File: src/rtl/mem_arbiter_if.sv
// Request/acknowledge bundle between the CPU and debug requesters, the arbiter and the
// single-port RAM. The slave modport is the arbiter; the master modport is everything around it.
interface mem_arbiter_if #(
  parameter int ADDR_W = 9,
  parameter int DATA_W = 32
);
  logic              in_cpu_req;
  logic              in_cpu_we;
  logic [ADDR_W-1:0] in_cpu_addr;
  logic [DATA_W-1:0] in_cpu_wdata;
  logic              out_cpu_ack;
  logic [DATA_W-1:0] out_cpu_rdata;

  logic              in_dbg_req;
  logic              in_dbg_we;
  logic [ADDR_W-1:0] in_dbg_addr;
  logic [DATA_W-1:0] in_dbg_wdata;
  logic              out_dbg_ack;
  logic [DATA_W-1:0] out_dbg_rdata;

  logic [ADDR_W-1:0] out_mem_address;
  logic [DATA_W-1:0] out_mem_data;
  logic              out_mem_rden;
  logic              out_mem_wren;
  logic [DATA_W-1:0] in_mem_q;

  logic              out_busy;
  logic              out_owner;

  modport slave (
    input  in_cpu_req, in_cpu_we, in_cpu_addr, in_cpu_wdata,
    output out_cpu_ack, out_cpu_rdata,
    input  in_dbg_req, in_dbg_we, in_dbg_addr, in_dbg_wdata,
    output out_dbg_ack, out_dbg_rdata,
    output out_mem_address, out_mem_data, out_mem_rden, out_mem_wren,
    input  in_mem_q,
    output out_busy, out_owner
  );

  modport master (
    output in_cpu_req, in_cpu_we, in_cpu_addr, in_cpu_wdata,
    input  out_cpu_ack, out_cpu_rdata,
    output in_dbg_req, in_dbg_we, in_dbg_addr, in_dbg_wdata,
    input  out_dbg_ack, out_dbg_rdata,
    input  out_mem_address, out_mem_data, out_mem_rden, out_mem_wren,
    output in_mem_q,
    input  out_busy, out_owner
  );
endinterface

File: src/rtl/mem_arbiter.sv
// CPU/debug arbiter for the single-port RAM: 4-cycle IDLE/ISSUE/WAIT/DONE access, one-cycle ack;
// requesters hold req until ack. MEM_ARB_STARVE_EN lets debug win after MAX_HOLD straight CPU grants.
module mem_arbiter #(
  parameter int ADDR_W   = 9,
  parameter int DATA_W   = 32,
  parameter int MAX_HOLD = 4
) (
  input  logic               clk,
  input  logic               reset,
  mem_arbiter_if.slave       bus
);

  localparam logic [1:0] ST_IDLE  = 2'd0;
  localparam logic [1:0] ST_ISSUE = 2'd1;
  localparam logic [1:0] ST_WAIT  = 2'd2;
  localparam logic [1:0] ST_DONE  = 2'd3;

  localparam int CNT_W = ($clog2(MAX_HOLD + 1) > 3) ? $clog2(MAX_HOLD + 1) : 3;

`ifdef MEM_ARB_STARVE_EN
  localparam bit STARVE_EN = 1'b1;
`else
  localparam bit STARVE_EN = 1'b0;
`endif

  logic [1:0]        state;
  logic              we_q;
  logic              owner_q;
  logic              cpu_ack_q;
  logic              dbg_ack_q;
  logic              rden_q;
  logic              wren_q;
  logic [ADDR_W-1:0] addr_q;
  logic [DATA_W-1:0] data_q;
  logic [DATA_W-1:0] cpu_rdata_q;
  logic [DATA_W-1:0] dbg_rdata_q;

  logic [CNT_W-1:0]  hold_cnt;
  logic              hold_full;
  logic              any_req;
  logic              dbg_win;
  logic              win_we;
  logic [ADDR_W-1:0] win_addr;
  logic [DATA_W-1:0] win_wdata;

  assign any_req   = bus.in_cpu_req | bus.in_dbg_req;
  assign hold_full = (hold_cnt == CNT_W'(MAX_HOLD));
  // Debug takes the slot when it is alone, or when the guard has saturated.
  assign dbg_win   = bus.in_dbg_req & (~bus.in_cpu_req | (STARVE_EN & hold_full));

  always_comb begin
    win_we    = bus.in_cpu_we;
    win_addr  = bus.in_cpu_addr;
    win_wdata = bus.in_cpu_wdata;
    if (dbg_win) begin
      win_we    = bus.in_dbg_we;
      win_addr  = bus.in_dbg_addr;
      win_wdata = bus.in_dbg_wdata;
    end
  end

`ifdef MEM_ARB_STARVE_EN
  always_ff @(posedge clk or negedge reset) begin
    if (!reset) begin
      hold_cnt <= '0;
    end else if (state == ST_IDLE) begin
      if (!bus.in_dbg_req || dbg_win)
        hold_cnt <= '0;
      else if (bus.in_cpu_req && !hold_full)
        hold_cnt <= hold_cnt + CNT_W'(1);
    end
  end
`else
  assign hold_cnt = '0;
`endif

  always_ff @(posedge clk or negedge reset) begin
    if (!reset) begin
      state       <= ST_IDLE;
      we_q        <= 1'b0;
      owner_q     <= 1'b0;
      cpu_ack_q   <= 1'b0;
      dbg_ack_q   <= 1'b0;
      rden_q      <= 1'b0;
      wren_q      <= 1'b0;
      addr_q      <= '0;
      data_q      <= '0;
      cpu_rdata_q <= '0;
      dbg_rdata_q <= '0;
    end else begin
      case (state)
        ST_IDLE: begin
          if (any_req) begin
            owner_q <= dbg_win;
            we_q    <= win_we;
            addr_q  <= win_addr;
            data_q  <= win_wdata;
            rden_q  <= ~win_we;
            wren_q  <= win_we;
            state   <= ST_ISSUE;
          end
        end
        ST_ISSUE: begin
          rden_q <= 1'b0;
          wren_q <= 1'b0;
          state  <= ST_WAIT;
        end
        ST_WAIT: begin
          // RAM output registered at the end of ISSUE is valid throughout this cycle.
          if (!we_q) begin
            if (owner_q) dbg_rdata_q <= bus.in_mem_q;
            else         cpu_rdata_q <= bus.in_mem_q;
          end
          if (owner_q) dbg_ack_q <= 1'b1;
          else         cpu_ack_q <= 1'b1;
          state <= ST_DONE;
        end
        default: begin
          cpu_ack_q <= 1'b0;
          dbg_ack_q <= 1'b0;
          state     <= ST_IDLE;
        end
      endcase
    end
  end

  assign bus.out_cpu_ack     = cpu_ack_q;
  assign bus.out_dbg_ack     = dbg_ack_q;
  assign bus.out_cpu_rdata   = cpu_rdata_q;
  assign bus.out_dbg_rdata   = dbg_rdata_q;
  assign bus.out_mem_address = addr_q;
  assign bus.out_mem_data    = data_q;
  assign bus.out_mem_rden    = rden_q;
  assign bus.out_mem_wren    = wren_q;
  assign bus.out_busy        = (state != ST_IDLE);
  assign bus.out_owner       = owner_q;

endmodule

File: src/flat_wrapper.sv
// flat-port wrapper written by rule: the top's interface ports become plain ports
module mem_arbiter_flat 
#(
  parameter int ADDR_W   = 9,
  parameter int DATA_W   = 32,
  parameter int MAX_HOLD = 4
)
  (clk, reset, bus_in_cpu_req, bus_in_cpu_we, bus_in_cpu_addr, bus_in_cpu_wdata, bus_out_cpu_ack, bus_out_cpu_rdata, bus_in_dbg_req, bus_in_dbg_we, bus_in_dbg_addr, bus_in_dbg_wdata, bus_out_dbg_ack, bus_out_dbg_rdata, bus_out_mem_address, bus_out_mem_data, bus_out_mem_rden, bus_out_mem_wren, bus_in_mem_q, bus_out_busy, bus_out_owner);
  mem_arbiter_if #(.ADDR_W(ADDR_W), .DATA_W(DATA_W)) bus_i ();
  input  logic clk;
  input  logic reset;
  input wire logic [$bits(bus_i.in_cpu_req)-1:0] bus_in_cpu_req;
  input wire logic [$bits(bus_i.in_cpu_we)-1:0] bus_in_cpu_we;
  input wire logic [$bits(bus_i.in_cpu_addr)-1:0] bus_in_cpu_addr;
  input wire logic [$bits(bus_i.in_cpu_wdata)-1:0] bus_in_cpu_wdata;
  output wire logic [$bits(bus_i.out_cpu_ack)-1:0] bus_out_cpu_ack;
  output wire logic [$bits(bus_i.out_cpu_rdata)-1:0] bus_out_cpu_rdata;
  input wire logic [$bits(bus_i.in_dbg_req)-1:0] bus_in_dbg_req;
  input wire logic [$bits(bus_i.in_dbg_we)-1:0] bus_in_dbg_we;
  input wire logic [$bits(bus_i.in_dbg_addr)-1:0] bus_in_dbg_addr;
  input wire logic [$bits(bus_i.in_dbg_wdata)-1:0] bus_in_dbg_wdata;
  output wire logic [$bits(bus_i.out_dbg_ack)-1:0] bus_out_dbg_ack;
  output wire logic [$bits(bus_i.out_dbg_rdata)-1:0] bus_out_dbg_rdata;
  output wire logic [$bits(bus_i.out_mem_address)-1:0] bus_out_mem_address;
  output wire logic [$bits(bus_i.out_mem_data)-1:0] bus_out_mem_data;
  output wire logic [$bits(bus_i.out_mem_rden)-1:0] bus_out_mem_rden;
  output wire logic [$bits(bus_i.out_mem_wren)-1:0] bus_out_mem_wren;
  input wire logic [$bits(bus_i.in_mem_q)-1:0] bus_in_mem_q;
  output wire logic [$bits(bus_i.out_busy)-1:0] bus_out_busy;
  output wire logic [$bits(bus_i.out_owner)-1:0] bus_out_owner;
  assign bus_i.in_cpu_req = bus_in_cpu_req;
  assign bus_i.in_cpu_we = bus_in_cpu_we;
  assign bus_i.in_cpu_addr = bus_in_cpu_addr;
  assign bus_i.in_cpu_wdata = bus_in_cpu_wdata;
  assign bus_out_cpu_ack = bus_i.out_cpu_ack;
  assign bus_out_cpu_rdata = bus_i.out_cpu_rdata;
  assign bus_i.in_dbg_req = bus_in_dbg_req;
  assign bus_i.in_dbg_we = bus_in_dbg_we;
  assign bus_i.in_dbg_addr = bus_in_dbg_addr;
  assign bus_i.in_dbg_wdata = bus_in_dbg_wdata;
  assign bus_out_dbg_ack = bus_i.out_dbg_ack;
  assign bus_out_dbg_rdata = bus_i.out_dbg_rdata;
  assign bus_out_mem_address = bus_i.out_mem_address;
  assign bus_out_mem_data = bus_i.out_mem_data;
  assign bus_out_mem_rden = bus_i.out_mem_rden;
  assign bus_out_mem_wren = bus_i.out_mem_wren;
  assign bus_i.in_mem_q = bus_in_mem_q;
  assign bus_out_busy = bus_i.out_busy;
  assign bus_out_owner = bus_i.out_owner;
  mem_arbiter #(.ADDR_W(ADDR_W), .DATA_W(DATA_W), .MAX_HOLD(MAX_HOLD)) u_core (.clk(clk), .reset(reset), .bus(bus_i));
endmodule
File: config.mk
export PLATFORM = sky130hd
export DESIGN_NAME = mem_arbiter_flat
export DESIGN_NICKNAME = d
export VERILOG_FILES = /design/src/rtl/mem_arbiter_if.sv /design/src/rtl/mem_arbiter.sv /design/src/flat_wrapper.sv
export SDC_FILE = /design/constraint.sdc
export NUM_CORES = 1
export LEC_CHECK = 0
export ABC_AREA = 1
export CAP_MARGIN = 20
export CELL_PAD_IN_SITES_DETAIL_PLACEMENT = 1
export CELL_PAD_IN_SITES_GLOBAL_PLACEMENT = 2
export CORE_ASPECT_RATIO = 1.2
export CORE_UTILIZATION = 37
export DETAILED_ROUTE_END_ITERATION = 16
export DONT_BUFFER_PORTS = 1
export PLACE_DENSITY = 0.93
export SYNTH_ARGS = -nofsm -noshare
export SYNTH_HDL_FRONTEND = slang
export SYNTH_SLANG_ARGS = --single-unit
File: constraint.sdc
create_clock -name clk -period 2.6 [get_ports clk]
set_input_delay 0.52 -clock clk [delete_from_list [all_inputs] [get_ports clk]]
set_output_delay 0.52 -clock clk [all_outputs]
set_load 0.01 [all_outputs]
# --- After elaboration in Yosys (flattened, before gate mapping) ---
# Cells that the tools add are included.
totals:
  reg_bits: 113
  latchBits: 0
  ramBits: 0
  rom_bits: 0
  inputBits: 120
  out_inout_bits: 111
  memories: 0
op_classes:
  n_addsub: 0
  n_mul: 0
  n_div: 0
  magnitude_cmp: 0
  n_eq_ne: 5
  shift: 0
  mux: 13
  bitwise_logic: 7
  reduce_logical: 10
op_table:
  columns: ["cell", "n"]
  rows:
  - ["$mux 32", 1]
  - ["$mux 9", 1]
  - ["$pmux 1 s2", 4]
  - ["$reduce_and 2->1", 4]
  - ["$pmux 2 s3", 1]
  - ["$reduce_and 3->1", 2]
  - ["$mux 1", 5]
  - ["$not 1->1", 5]
  - ["$ne 2x1->1 const B", 2]
  - ["$reduce_bool 2->1", 2]
  - ["$eq 2x1->1 const B", 1]
  - ["$eq 2x2->1 const B", 1]
  - ["$logic_not 2->1", 1]
  - ["$mux 2", 1]
  - ["$ne 2x2->1 const B", 1]
  - ["$reduce_or 2->1", 1]
  - ["$and 1x1->1", 1]
  - ["$or 1x1->1", 1]

# --- Logic depth before layout (Yosys ltp) ---
logic_depth:
  ltp_word: 6
  ltp_mapped: 7
  depth_no_buf: 6

# --- Worst setup path before layout ---
# Ideal clock, no wire load.
synth_timing:
  path_type: "register to register"
  from: "register u_core.state[0]"
  to: "register u_core.addr_q[1] (netlist: u_core.bus.out_mem_address[1])"
  setup_time_ns: 0.065
  arrival_ns: 1.363
  setup_slack_ns: 1.173
  path_stages_with_launch: 8
  path_buffers: 1
  synth_period_minus_slack_ns: 1.427
  path_cell_list: "dfrtp_1 inv_1 ha_1 inv_1 nor2_4 buf_2 o211ai_1 nand2_1"
synth_via:
  elab_chain_cells: 2
synth_lines:
  columns: ["item", "line_no", "text"]
  rows:
  - ["from (decl)", "mem_arbiter.sv:26", "logic [1:0] state;"]
  - ["from (signal assigned)", "mem_arbiter.sv:79", "state <= ST_IDLE;"]
  - ["from (signal assigned)", "mem_arbiter.sv:100", "state <= ST_ISSUE;"]
  - ["from (signal assigned)", "mem_arbiter.sv:106", "state <= ST_WAIT;"]
  - ["$logic_not 2->1", "mem_arbiter.sv:91", "case (state)"]
  - ["$reduce_and 2->1 (no source line)", null, null]
  - ["to (signal assigned)", "mem_arbiter.sv:96", "addr_q <= win_addr;"]
  - ["to (decl)", "mem_arbiter.sv:33", "logic [ADDR_W-1:0] addr_q;"]
# No other way between the ends.
# A chain may end at the register's enable or synchronous reset.

# --- Worst setup path in the final report ---
layout_timing:
  from: "register u_core.state[1]"
  to: "register u_core.data_q[13] (netlist: u_core.bus.out_mem_data[13])"
layout_via:
  elab_chain_cells: 2
layout_lines:
  columns: ["item", "line_no", "text"]
  rows:
  - ["$logic_not 2->1", "mem_arbiter.sv:91", null]
  - ["$reduce_and 2->1 (no source line)", null, null]
  - ["to (signal assigned)", "mem_arbiter.sv:97", "data_q <= win_wdata;"]
  - ["to (decl)", "mem_arbiter.sv:34", "logic [DATA_W-1:0] data_q;"]
# No other way between the ends.

==> flow_summary_export.csv <==
group,metric,value,unit
critical_path,worst_setup_path_start_kind,"flop",
routing,drc,0,
timing,setup_viol,0,
yosys,yosys.cell_types.count,16,
clock_tree,cts_setup_buffers,0,
critical_path,rrSetupSlack,0.64,ns
floorplanning,ios,231,
yosys,synth_edf_count,0,
pwr,clock_power_share,28.7,%
yosys,syn_area,4860,um2
yosys,synth.area.top_cells,"dfrtp_1 (58%), nand2_1 (16%), o21ai_0 (7.2%), o211ai_1 (6.3%), inv_1 (6.3%)",
routing,postRouteWirelength,12400,um
routing,wl_met1,4950,um
global_route,grt_pass1_vias,3891,
final_layout,stdcell_count,730,
pwr,seqPwrFrac,48.7,%
floorplanning,start_util,38.2,%
pwr,p_sw_share,40.0,%
critical_path,path_class,"reg -> reg",
critical_path,critPathRequiredTime,2.94,ns
status,violations,"negative hold slack",
yosys,synth_fp_nets,685,
pwr,powerDensity,1370,nW/um2
placement,placed_cells,698,
floorplanning,die-height,128,um
yosys,avgSynthCellArea,8.71,um2
critical_path,r2r-start,"u_core.state[1]$_DFFE_PN0P_",
yosys,ys.flop_type,"dfrtp_1",
routing,met3WireLength,1320,um
hold_path,hold_class,"in -> async",
yosys,synth_top_area_cell,"dfrtp_1",
timing,fin_hold_ws,-0.189,ns
global_route,grt_pass1_wl,19600,um
floorplanning,coreArea,12700,um2
pwr,power.leakage,2.96,nW
critical_path,reg2reg_to,"u_core.bus.out_mem_data[13]$_DFFE_PN0P_",
clock_tree,clkTransAtPathRegs,0.06,ns
critical_path,cp.arrival,2.30,ns
clock_tree,tritoncts,"done",
clock_tree,root_buffer,"clkbuf_16",
timing,fmax,510,MHz
yosys,ys_warn_count,0,
critical_path,cp_max_fo,41,
routing,drtIter0Drc,173,
routing,first_pass_iters,4,
pwr,total_power,7.63,mW
placement,hpwl,8520,um
timing,slew_headroom,56.8,%
global_route,overflow,0,
clock_tree,numCtsBuffers,17,
floorplanning,dieWidth,107,um
status,status,"complete, but fails checks",
floorplanning,dieArea,13600,um2
global_route,grt_usage,18.6,%
clock_tree,clock_path_buffers,2,
timing,rsz0062_at_grt,"no",
job,max_cap_viol_count,0,
timing,worst_pin_slew,0.645,ns
placement,place.gp.congestion,0.729,
final_layout,syn_to_final_growth,14.3,%
placement,port_buffers,0,
clock_tree,worstSkewPairLatency,0.41,ns
critical_path,end_kind,"flop",
yosys,async_reset_ff_share,100,%
yosys,syn_inst,558,
clock_tree,cts_sinks,113,
final_layout,diodes,0,
pwr,p_switching,3.05,mW
timing,finalHoldViolations,113,
routing,routed-wl-met2,5980,um
timing,period_minus_slack,1.96,ns
timing,timing.final.crit_share,75.4,%
yosys,yosysSeqAreaShare,58.2,%
clock_tree,htreeDepth,4,
timing,setup_tns,0,ns
timing,fin_skew,0.0117,ns
yosys,synth_commonest_cells,"nand2_1 (201), dfrtp_1 (113), inv_1 (81)",
pwr,p_int,4.58,mW
pwr,max-vdd-ir-drop,496,uV
global_route,grt_max_degree,114,
timing,slew_violations,0,
clock_tree,cts_resized,0,
final_layout,utilization,43.6,%
routing,highest_layer,"met4",
routing,postRouteAntennaNets,0,
yosys,yosysMostFrequentCell,"nand2_1",
final_layout,finalNetCount,680,
yosys,synth_top_cell_area_share,58.2,%
floorplanning,row_count,45,
critical_path,r2r_cells,7,
pwr,pwr-share-comb,22.6,%
global_route,antenna_found_initial,0,
yosys,synth-seq-cells,113,
routing,viasPerCell,5.15,
routing,via_count,3756,
final_layout,layout-drive-gt1-share,7.42,%
routing,routedWlPerCell,17.0,um
-- sequential cells by signal, indices dropped and copies added, names as in the netlist --
register and flops:
u_core.bus.out_dbg_ack 1, u_core.bus.out_mem_data 32, u_core.bus.out_dbg_rdata 32, u_core.bus.out_mem_rden 1, u_core.bus.out_cpu_rdata 32, u_core.bus.out_mem_address 9, u_core.bus.out_mem_wren 1, u_core.state 2
u_core.we_q 1, u_core.bus.out_owner 1, u_core.bus.out_cpu_ack 1
-- stage by stage --
stage               setup slack (ns)  hold slack [ns]  area (um2)
global placement               0.790            0.226        4990
finish                         0.639           -0.189        5550
global route                   0.484           -0.214        5550
floorplan                       1.17            0.224        4860
detailed placement             0.620            0.227        4990
CTS                            0.604           -0.209        5550
-- worst max path at each step --
stage	startpoint	to	slack [ns]
finish	u_core.state[1]$_DFFE_PN0P_	u_core.bus.out_mem_data[13]$_DFFE_PN0P_	0.64
CTS	u_core.state[1]$_DFFE_PN0P_	u_core.bus.out_mem_data[13]$_DFFE_PN0P_	0.60
global route	u_core.state[0]$_DFFE_PN0P_	u_core.bus.out_mem_address[1]$_DFFE_PN0P_	0.48
global placement	u_core.state[0]$_DFFE_PN0P_	u_core.bus.out_mem_data[1]$_DFFE_PN0P_	0.79
floorplan	u_core.state[0]$_DFFE_PN0P_	u_core.bus.out_mem_address[1]$_DFFE_PN0P_	1.17
detailed placement	u_core.state[0]$_DFFE_PN0P_	u_core.bus.out_mem_data[13]$_DFFE_PN0P_	0.62
-- critical path, cell delays in order (launching register included) --
cell      delay [ns]
dfrtp_1         0.43
inv_1           0.16
ha_1            0.27
inv_1           0.17
nor2_4          0.17
buf_4           0.41
o211ai_1        0.18
nand2_1         0.09
-- layout by cell type (no fill, tap or decap), drive strengths merged --
master | synthesis | routed
o211ai | 41 | 41
bufinv | 0 | 1
a21oi | 2 | 2
nand2 | 201 | 201
nand3 | 7 | 7
clkinv | 0 | 7
clkbuf | 11 | 18
dfrtp | 113 | 113
o21ai | 71 | 71
ha | 7 | 7
nor2 | 5 | 5
clkinvlp | 0 | 3
buf | 18 | 5
inv | 82 | 85
-- final cells by class --
cell class | count | area, um2
clock buffer | 18 | 429
clock inverter | 14 | 133
fill | 1486 | 7170
inverter | 82 | 308
multi-input combinational | 334 | 1600
sequential | 113 | 2830
tap | 164 | 205
timing repair buffer | 5 | 50.0
-- power by group through the flow --
stage	registers (mW)	logic, mW	clock network [mW]
after global routing	3.85	2.04	2.31
after detailed placement	3.75	1.76	0
after global placement	3.73	1.57	0
final	3.72	1.72	2.19
after floorplan	3.50	1.38	0
after CTS	3.74	1.77	2.24
-- cells by family after synthesis --
| logic type | count (synthesis) | share of synthesized area [%] |
|---|---|---|
| and+or+nand+nor | 213 | 17.0 |
| AOI/OAI and AO/OA | 114 | 13.9 |
| DFF | 113 | 58.2 |
| buffers and inverters | 111 | 9.09 |
| adders and majority gates | 7 | 1.80 |
-- routing by layer --
layer  up-vias  GRT usage (%)
met5         -              0
met4         0           7.01
met3        16           8.06
met2       176           31.0
met1      1814           20.8
li1       1750              -
No activity file was read; power rests on OpenSTA's default activity.
